<file path="src/rtl/bram_arbiter.sv">
// Two-requester block-RAM arbiter: VGA glyph fetches vs. audio read/write, with
// blank-interval audio priority, a starvation guard and in-order read return.
module bram_arbiter #(
    parameter int unsigned AW         = 24,
    parameter int unsigned DW         = 32,
    parameter int unsigned RD_LAT     = 1,
    parameter int unsigned STARVE_MAX = 8
) (
    input  logic          CLK_I,
    input  logic          reset,
    input  logic          vga_blank,
    input  logic          vga_req,
    input  logic [AW-1:0] vga_addr,
    output logic          vga_ack,
    output logic          vga_rvalid,
    output logic [DW-1:0] vga_rdata,
    input  logic          aud_req,
    input  logic          aud_we,
    input  logic [AW-1:0] aud_addr,
    input  logic [DW-1:0] aud_wdata,
    output logic          aud_ack,
    output logic          aud_rvalid,
    output logic [DW-1:0] aud_rdata,
    output logic          mem_en,
    output logic          mem_we,
    output logic [AW-1:0] mem_addr,
    output logic [DW-1:0] mem_wdata,
    input  logic [DW-1:0] mem_rdata
);

    localparam int unsigned SW = 4;
    localparam logic [SW-1:0] STARVE_LIM = SW'(STARVE_MAX);

    typedef enum logic [1:0] {
        PRI_VGA   = 2'd0,
        PRI_AUD   = 2'd1,
        FORCE_AUD = 2'd2
    } arb_state_e;

    typedef enum logic [1:0] {
        TAG_NONE = 2'd0,
        TAG_VGA  = 2'd1,
        TAG_AUD  = 2'd2
    } tag_e;

    arb_state_e    state_q, state_d;
    logic [SW-1:0] starve_q, starve_d;
    logic          aud_pri_c;
    tag_e          push_c;
    tag_e          tag_q [RD_LAT+1];

    logic          mem_en_q, mem_we_q;
    logic [AW-1:0] mem_addr_q;
    logic [DW-1:0] mem_wdata_q;
    logic [DW-1:0] vga_rdata_q, aud_rdata_q;

    // Arbitration state register
    always_ff @(posedge CLK_I or negedge reset) begin
        if (!reset) begin
            state_q  <= PRI_VGA;
            starve_q <= '0;
        end else begin
            state_q  <= state_d;
            starve_q <= starve_d;
        end
    end

    // Grant decision and next state; vga_blank acts on the current decision directly
    always_comb begin
        state_d   = state_q;
        starve_d  = starve_q;
        aud_pri_c = 1'b0;
        vga_ack   = 1'b0;
        aud_ack   = 1'b0;
        push_c    = TAG_NONE;

        if (vga_blank || (state_q == FORCE_AUD)) begin
            aud_pri_c = 1'b1;
        end

        if (reset) begin
            if (aud_req && (aud_pri_c || !vga_req)) begin
                aud_ack = 1'b1;
            end else if (vga_req) begin
                vga_ack = 1'b1;
            end
        end

        if (!aud_req || aud_ack) begin
            starve_d = '0;
        end else if (vga_ack && (starve_q < STARVE_LIM)) begin
            starve_d = starve_q + SW'(1);
        end

        if (starve_d == STARVE_LIM) begin
            state_d = FORCE_AUD;
        end else if (vga_blank) begin
            state_d = PRI_AUD;
        end else begin
            state_d = PRI_VGA;
        end

        if (vga_ack) begin
            push_c = TAG_VGA;
        end else if (aud_ack && !aud_we) begin
            push_c = TAG_AUD;
        end
    end

    // Memory command registers; address/data hold when idle
    always_ff @(posedge CLK_I or negedge reset) begin
        if (!reset) begin
            mem_en_q    <= 1'b0;
            mem_we_q    <= 1'b0;
            mem_addr_q  <= '0;
            mem_wdata_q <= '0;
        end else begin
            mem_en_q <= vga_ack | aud_ack;
            mem_we_q <= aud_ack & aud_we;
            if (aud_ack) begin
                mem_addr_q  <= aud_addr;
                mem_wdata_q <= aud_wdata;
            end else if (vga_ack) begin
                mem_addr_q <= vga_addr;
            end
        end
    end

    // Owner-tag pipeline; stage RD_LAT is the rvalid cycle, data sampled one edge earlier
    always_ff @(posedge CLK_I or negedge reset) begin
        if (!reset) begin
            for (int unsigned i = 0; i <= RD_LAT; i++) begin
                tag_q[i] <= TAG_NONE;
            end
            vga_rdata_q <= '0;
            aud_rdata_q <= '0;
        end else begin
            tag_q[0] <= push_c;
            for (int unsigned i = 1; i <= RD_LAT; i++) begin
                tag_q[i] <= tag_q[i-1];
            end
            if (tag_q[RD_LAT-1] == TAG_VGA) begin
                vga_rdata_q <= mem_rdata;
            end
            if (tag_q[RD_LAT-1] == TAG_AUD) begin
                aud_rdata_q <= mem_rdata;
            end
        end
    end

    assign mem_en     = mem_en_q;
    assign mem_we     = mem_we_q;
    assign mem_addr   = mem_addr_q;
    assign mem_wdata  = mem_wdata_q;
    assign vga_rvalid = (tag_q[RD_LAT] == TAG_VGA);
    assign aud_rvalid = (tag_q[RD_LAT] == TAG_AUD);
    assign vga_rdata  = vga_rdata_q;
    assign aud_rdata  = aud_rdata_q;

endmodule

</file>
<file path="config.mk">
export PLATFORM = sky130hd
export DESIGN_NAME = bram_arbiter
export DESIGN_NICKNAME = d
export VERILOG_FILES = /design/src/rtl/bram_arbiter.sv
export SDC_FILE = /design/constraint.sdc
export NUM_CORES = 1
export LEC_CHECK = 0
export BUFFER_PORTS_ARGS = -buffer_cell sky130_fd_sc_hd__clkbuf_2
export CAP_MARGIN = 10
export CORE_MARGIN = 4
export CORE_UTILIZATION = 27
export CTS_CLUSTER_DIAMETER = 150
export CTS_CLUSTER_SIZE = 24
export DETAILED_ROUTE_END_ITERATION = 6
export PLACE_DENSITY = 0.48
export SYNTH_ARGS = -nofsm -noshare
export SYNTH_HDL_FRONTEND = slang
export SYNTH_SLANG_ARGS = --single-unit
</file>
<file path="constraint.sdc">
create_clock -name CLK_I -period 2.13 [get_ports CLK_I]
set_input_delay 0.213 -clock CLK_I [delete_from_list [all_inputs] [get_ports CLK_I]]
set_output_delay 0.213 -clock CLK_I [all_outputs]
set_load 0.02 [all_outputs]
</file>
==> results of run 1 <==
==> routing by layer <==
layer | up-vias | part of all wire [%] | GRT usage, %
met3 | 13 | 8.2 | 5.01
met4 | 0 | 1.3 | 5.22
li1 | 1753 | - | -
met5 | - | 0 | 0
met1 | 1837 | 43 | 16.3
met2 | 165 | 47 | 21.5
==> worst max path at each step <==
stage	startpoint	cells past startpoint	slack (ns)	endpoint
after floorplan	state_q[1]	5	0.62	mem_wdata[15]
after global placement	state_q[1]	4	0.52	mem_wdata[12]
after detailed placement	state_q[1]	4	0.44	mem_wdata[10]
after CTS	reset	6	0.08	vga_ack
after global routing	reset	6	0.0003	vga_ack
final	reset	6	0.08	vga_ack
==> sequential cells by signal, summed over array words and instances, names as in the netlist <==
name       flops
tag_q          4
mem_en         1
mem_we         1
mem_wdata     32
state_q        2
aud_rdata     32
mem_addr      24
starve_q       4
vga_rdata     32
==> cells by family after synthesis <==
logic type / after synthesis / share of synthesized area [%]
DFF: 132 / 64.8
muxes: 97 / 21.4
AOI/OAI and AO/OA: 56 / 7.17
buffers and inverters: 47 / 3.88
and+or+nand+nor: 20 / 2.36
xor gates and xnor gates: 1 / 0.172
adders and majority gates: 1 / 0.245
==> layout by cell type, fill, tap and decap left out, drive strengths merged, types with 4 or more instances in the layout <==
cell type    count
buf             10
clkinvlp         5
dfrtp          132
o21ai           26
clkbuf         262
clkinv           4
dlygate4sd3      4
mux2            96
a22oi           24
inv             29
==> worst max-delay path, delay by kind of cell <==
| family | cells | cell delay (ns) |
|---|---|---|
| buffers and inverters | 4 | 1.22 |
| and+or+nand+nor | 2 | 0.39 |
==> power by group <==
part / internal [uW] / switching [uW]
combinational: 723 / 1070
clock: 1780 / 1110
sequential: 2960 / 235
total: 5460 / 2420
==> final cells by class <==
cell class	count	area, um2	area share [%]
antenna	1	2.50	0.0345
clock buffer	20	457	6.30
clock inverter	12	130	1.79
inverter	28	105	1.45
multi-input combinational	175	1610	22.2
sequential	132	3300	45.6
tap	229	287	3.95
timing repair buffer	256	1360	18.7
==> per-stage QoR <==
step	setup WS (ns)	total power, uW	hold slack [ns]
after CTS	0.0801	8010	0.00208
after global routing	0.000346	8260	0.0126
after global placement	0.517	5010	0.0535
after floorplan	0.619	4240	-0.0826
final	0.0844	7880	0.0225
after detailed placement	0.444	5060	0.0589
==> timing repair <==
action                                  in CTS  in global routing
hold buffers                                 4                  0
hold endpoints to repair                    14                  0
endpoints found under the setup margin       0                  0
==> run metrics, run 1 <==
status finished clean; fin. max-slew vios 0; P_leak between 0.003 and 0.004 uW; register bit total from synthesis ~130; total core area 18300 um2; Req. time, crit path 1.92 ns; worst slew pin tran about 0.66 ns; synth warn 0; reg2reg setup slack roughly 0.45 ns; Setup CP Type primary input to primary output; final core utilization between 30% and 40%; mapped cell area approximately 5100 um2; Finished Cell Area just over 7000 um2; PostCTS Resize Cnt 0; via count between 3000 and 4000; WL final between 10 and 15 mm; clock latency on the worst-skew pair 0.41 ns; die area between 20000 and 25000 um2; Worst Hold Depth 2; worst hold-check path type primary input to flip-flop; crit path time final a little over 2 ns; total nets after synthesis between 400 and 500; cell area after placement around 6600 um2; Std-Cell Rows around 50; IO Pins 244; CTS tree done; Worst VDD drop between 0.5 and 0.6 mV; nets@finish between 700 and 800; CTS Sinks around 130; Finished Layout Cells ~850; fmax roughly 490 MHz; Clock Tree Root clkbuf_16; synth top area cells dfrtp_1 (65%), mux2_2 (20%), a22oi_1 (3.5%); vias in the first global route about 4000; Clock transition at path regs 0.06 ns; Critical Path End Type primary output; Post-DP HPWL around 10 mm; worst rel slew slack between 50 and 60%; cell taking the most area after synthesis dfrtp_1; CP max stage cell dlygate4sd3_1; Die Wd between 100 and 150 um; prevailing post-synth register cell dfrtp_1; startpoint types primary input; Cell variety after synth 30; Pre-antenna DRT Iters 4; share of the yosys chip area belonging to registers about 65%; setup TNS 0 ns; Final Cycle Share between 90% and 100%; Maximum Capacitance Violations 0; CP peak stage delay 0.55 ns; reg2reg end mem_wdata[10]; first-pass GRT wire length between 20 and 25 mm; TritonCTS buffer count 17; largest net degree at the start of global routing 121; Commonest cells post-synth dfrtp_1 (132), mux2_2 (90), inv_1 (28); PD cells ~1100 nW/um2; Post-synth EDFFs 0; cell total after placement ~820; setup violation total in the final timing report 0; grt total ovfl 0; initial antenna violation count 1; Syn Inst Count roughly 350; worst reg2reg startpoint state_q[1]; Worst Reg2Reg Path Length in Cells 4; gr usage total 13.4%; height of the die approximately 150 um; min-delay src aud_wdata[15]; Worst Path Max Fanout 22; area delta synth->final 42.2%; Post-Synthesis Mean Instance Area approximately 14 um2; ys async rst share between 90% and 100%; post-CTS setup buffers 0; Clock Skew about 0.0077 ns; Clock Tree Buf Depth 2; Port Buf Inserts 243; Final Hold Violating Endpoints 0; number of H-tree levels 4; most frequent cell after synthesis dfrtp_1; Vias/cell between 4 and 5; drt drc 0; Placer Congestion ~0.76; # fillers about 1800; initial DRC count 96; crit path cell chain dlygate4sd3_1, buf_6, nand2_1, and3b_1, buf_4, clkbuf_2; routed len/inst about 17 um; Worst Hold Path EP mem_wdata[15]; Synth top area share about 65%; antenna-violating nets left 0; layout cells sized above 1 60.2%; Worst Path Arrival ~1.8 ns; effective utilization at floorplan approximately 28%; RSZ-0062 raised after global routing no
(Power assumes the default switching activity.)
==> run 2, diff against run 1 <==
Settings changed: CORE_UTILIZATION 27 to 46, PLACE_DENSITY 0.48 to 0.77, RECOVER_POWER set to 25.
==> run metrics, run 2 (synthesis gave the netlist of run 1 again) <==
final core utilization 76.9%; setup violation total in the final timing report 0; antenna-violating nets left 0; area delta synth->final 63.5%; IO Pins ~240; Die Wd about 110 um; commonest non-fill, non-tap cell in the layout clkbuf_2; worst reg2reg startpoint state_q[0]; initial antenna violation count 0; fmax slightly below 500 MHz; fin. max-slew vios 0; worst rel slew slack 24.9%; CTS tree done; Maximum Capacitance Violations 0; Final Cycle Share 97.2%; Setup CP Type flip-flop to flip-flop; # diodes 0; Req. time, crit path approximately 2.5 ns; Finished Cell Area roughly 8300 um2; crit path time final slightly above 2 ns; largest net degree at the start of global routing approximately 130; power after layout between 8000 and 9000 uW; hold_ws 0.0838 ns; initial DRC count 227; cell area after placement roughly 6500 um2; Worst Hold Depth 3; reg2reg setup slack about 0.060 ns; Clock Tree Buf Depth 2; grt total ovfl 0; Worst Path Arrival about 2.5 ns; worst hold-check path type primary input to flip-flop; setup TNS 0 ns; first-pass GRT wire length ~26 mm; Clock Tree Root clkbuf_8; Clock Skew roughly 0.011 ns; commonest cells after routing, fill and taps aside clkbuf_2 (242), dfrtp_1 (132), dlygate4sd3_1 (116); Vias/cell roughly 5; TritonCTS buffer count 17; height of the die around 110 um; Clock transition at path regs 0.06 ns; Worst Hold Path EP mem_en; routed len/inst ~19 um; number of H-tree levels 4; die area 12800 um2; reg2reg end mem_addr[2]; layout cells sized above 1 about half; effective utilization at floorplan 47.0%; worst slew pin tran ~1.1 ns; startpoint types flip-flop; drt drc 0; WL final roughly 16 mm; min-delay src aud_req; via count 4414; clock latency on the worst-skew pair around 0.51 ns; gr usage total around 26%; PD cells slightly above 1000 nW/um2; Post-DP HPWL around 9.6 mm; Worst Path Max Fanout 13; Worst VDD drop approximately 0.52 mV; vias in the first global route ~5000; Final Hold Violating Endpoints 0; nets@finish 839; post-CTS setup buffers 0; Worst Reg2Reg Path Length in Cells 6; CTS Sinks 132; total core area between 10000 and 15000 um2; Port Buf Inserts about 240; Std-Cell Rows 38; status finished clean; RSZ-0062 raised after global routing yes; Pre-antenna DRT Iters 4; Placer Congestion 0.808; Critical Path End Type flip-flop; P_leak 0.00419 uW
[run 2: power by group]
| group | internal, uW | total (uW) | switching (uW) |
|---|---|---|---|
| combinational | 906 | 2050 | 1150 |
| clock | 2240 | 3330 | 1090 |
| sequential | 2960 | 3220 | 265 |
| total | 6100 | 8610 | 2500 |
[run 2: layer usage]
metal | track usage (%) | share of wire (%) | up-vias
met4 | 12.7 | 3.8 | 0
met1 | 30.0 | 38 | 2124
li1 | - | - | 1978
met2 | 43.5 | 49 | 256
met3 | 8.56 | 8.9 | 56
met5 | 0 | 0 | -
[run 2: how the worst max path moves through the flow]
stage	slack (ns)	endpoint	cells past startpoint	from
2_1_floorplan	0.62	mem_wdata[15]	5	state_q[1]
3_3_place_gp	0.63	mem_wdata[31]	4	state_q[1]
3_5_place_dp	0.57	state_q[0]	4	starve_q[0]
4_1_cts	0.11	aud_ack	5	state_q[1]
5_1_grt	0.00007	mem_addr[4]	6	state_q[0]
6_report	0.06	mem_addr[2]	6	state_q[0]
[run 2: final cells by class]
type                            count  area, um2
Clock buffer                       21        459
Clock inverter                     11        221
Fill cell                         619       2500
Inverter                           28        105
Multi-Input combinational cell    175       1620
Sequential cell                   132       3300
Tap cell                          140        175
Timing Repair Buffer              366       2450
[run 2: metrics by stage]
step,setup WS (ns),std cells
after floorplan,0.619,354
after global placement,0.627,725
after detailed placement,0.570,725
after CTS,0.106,873
after global routing,0.0000675,873
final,0.0598,873
[run 2: what timing repair did]
action / in CTS / in global routing
endpoints found under the hold margin: 256 / 0
setup endpoints to repair: 0 / 2
resized for setup: 0 / 2
hold buffers: 116 / 0
[run 2: critical path, cell delays in order (launching register included)]
cell and delay (ns):
dfrtp_1 0.37, nand3b_1 0.17, and3b_1 0.24, buf_4 0.22, a22oi_1 0.20, o21ai_0 0.15, dlygate4sd3_1 0.59
==> run 3, diff against run 2 <==
Settings changed: CORE_UTILIZATION 46 to 50, PLACE_DENSITY 0.77 to 0.81.
Clock period 2.13 ns to 2.5 ns, I/O delays scaled along.
==> run metrics, run 3 (synthesis gave the netlist of run 1 again) <==
Pre-antenna DRT Iters 4; nets@finish roughly 840; worst reg2reg startpoint state_q[1]; failing checks max-capacitance violations, max-slew violations; worst hold-check path type primary input to flip-flop; gr usage total around 30%; drt drc 0; Finished Cell Area approximately 8000 um2; Req. time, crit path about 2.9 ns; initial DRC count between 200 and 300; CTS tree done; min-delay src vga_addr[15]; RSZ-0062 raised after global routing no; Worst Path Arrival about 2.8 ns; hold_ws 0.0101 ns; fmax roughly 420 MHz; Switch Pwr ~2200 uW; height of the die roughly 110 um; routed len/inst around 20 um; Critical Path End Type flip-flop; via count between 4000 and 5000; fin. max-slew vios about 130; Worst Hold Path EP mem_addr[15]; initial antenna violation count 0; clock share of power approximately 34%; vias in the first global route about 5100; status finished with violations; Comb power frac roughly a quarter; # fillers approximately 500; largest net degree at the start of global routing 127; Worst VDD drop 0.469 mV; startpoint types primary input; Worst Hold Depth 3; post-CTS setup buffers 0; grt total ovfl 0; reg2reg end mem_addr[11]; TritonCTS buffer count 17; met1 Use GR 32.3%; switching share of total power 31.6%; Post-DP HPWL ~9.6 mm; CP max stage cell dlygate4sd3_1; Vias/cell roughly 5.3; WL final 17.3 mm; crit path time final approximately 2.4 ns; layout cells sized above 1 50.8%; Reg power frac around two fifths; total core area approximately 9900 um2; setup violation total in the final timing report 0; grt met2 use 50.5%; commonest cells after routing, fill and taps aside clkbuf_2 (242), dfrtp_1 (132), dlygate4sd3_1 (113); worst slew pin tran roughly 1.7 ns; first-pass GRT wire length between 20 and 30 mm; GR peak layer met2; P_leak approximately 0.004 uW; area delta synth->final 60.0%; effective utilization at floorplan between 50 and 60%; worst rel slew slack -11.5%; Placer Congestion 0.840; Clock Tree Buf Depth 2; PostCTS Resize Cnt 0; crit path cell chain dlygate4sd3_1, clkbuf_2, nand2b_1, o211ai_4, buf_4, buf_4, o21ai_0, dlygate4sd3_1; commonest non-fill, non-tap cell in the layout clkbuf_2; clock latency on the worst-skew pair about 0.53 ns; Clock transition at path regs 0.06 ns; Port Buf Inserts between 200 and 250; cell-internal power 4710 uW; number of H-tree levels 4; Maximum Capacitance Violations 1; cell area after placement roughly 6500 um2; PD cells about 840 nW/um2; Std-Cell Rows 36; IO Pins 244; Clock Skew between 0.01 and 0.015 ns; setup TNS 0 ns; Worst Reg2Reg Path Length in Cells 6; CP peak stage delay 0.60 ns; Final Cycle Share between 90% and 100%; CTS Sinks approximately 130; Die Wd between 100 and 150 um; antenna-violating nets left 0; Worst Path Max Fanout 50; reg2reg setup slack about 0.12 ns; Clock Tree Root clkbuf_8; die area around 12000 um2; met3 Use GR between 10% and 20%; Setup CP Type primary input to flip-flop; Final Hold Violating Endpoints 0
run 3: cell types whose count changed in the layout (fill, tap and decap cells not counted), moves of 3 or more:
cell	previous run	this run
dlygate4sd3_1	116	113
bufinv_16	6	2
clkbuf_1	1	4
clkbuf_8	4	1
run 3: routing by layer:
metal | wire, um | part of all wire (%)
met4 | 812 | 4.7
met2 | 8710 | 50
met5 | 0 | 0
met3 | 1680 | 9.7
met1 | 6080 | 35
run 3: metrics by stage:
| step | utilization (%) | power, uW | setup WS (ns) | instances |
|---|---|---|---|---|
| floorplan | - | 3620 | 0.989 | 354 |
| global placement | 65.7 | 4240 | 0.761 | 719 |
| detailed placement | 65.7 | 4300 | 0.742 | 719 |
| CTS | 82.7 | 6820 | 0.179 | 863 |
| global route | 82.7 | 7150 | 0.00107 | 864 |
| finish | 82.7 | 6880 | 0.109 | 865 |
run 3: worst max-delay path by stage:
stage | slack (ns) | startpoint | cells past startpoint | endpoint
floorplan | 0.99 | state_q[1] | 5 | mem_wdata[15]
global placement | 0.76 | state_q[1] | 5 | aud_ack
detailed placement | 0.74 | state_q[1] | 4 | mem_wdata[13]
CTS | 0.18 | state_q[1] | 5 | aud_ack
global route | 0.001 | state_q[1] | 5 | aud_ack
finish | 0.11 | vga_blank | 8 | mem_addr[11]
run 3: final cells by class:
type / instances / area, um2 / share of cell area, %
Multi-Input combinational cell: 175 / 1610 / 19.7
Inverter: 28 / 105 / 1.29
Clock buffer: 21 / 429 / 5.26
Timing Repair Buffer: 364 / 2410 / 29.6
Sequential cell: 132 / 3300 / 40.5
Tap cell: 133 / 166 / 2.04
Antenna cell: 1 / 2.50 / 0.0307
Clock inverter: 11 / 129 / 1.58
run 3: critical path, delay by kind of cell:
kind | cells | cell delay, ns
AOI/OAI and AO/OA | 2 | 0.28
buffers and inverters | 5 | 2.03
and+or+nand+nor | 1 | 0.18
run 3: power groups by stage:
| stage | clock network [uW] | registers (uW) | logic, uW |
|---|---|---|---|
| finish | 2350 | 2760 | 1760 |
| global placement | 0 | 2740 | 1500 |
| CTS | 2360 | 2730 | 1720 |
| detailed placement | 0 | 2760 | 1540 |
| floorplan | 0 | 3210 | 406 |
| global route | 2480 | 2790 | 1880 |
run 3: repair_timing:
| item | 4_1_cts | 5_1_grt |
|---|---|---|
| hold buffers | 112 | 1 |
| endpoints found under the hold margin | 255 | 1 |
| setup endpoints to repair | 0 | 0 |
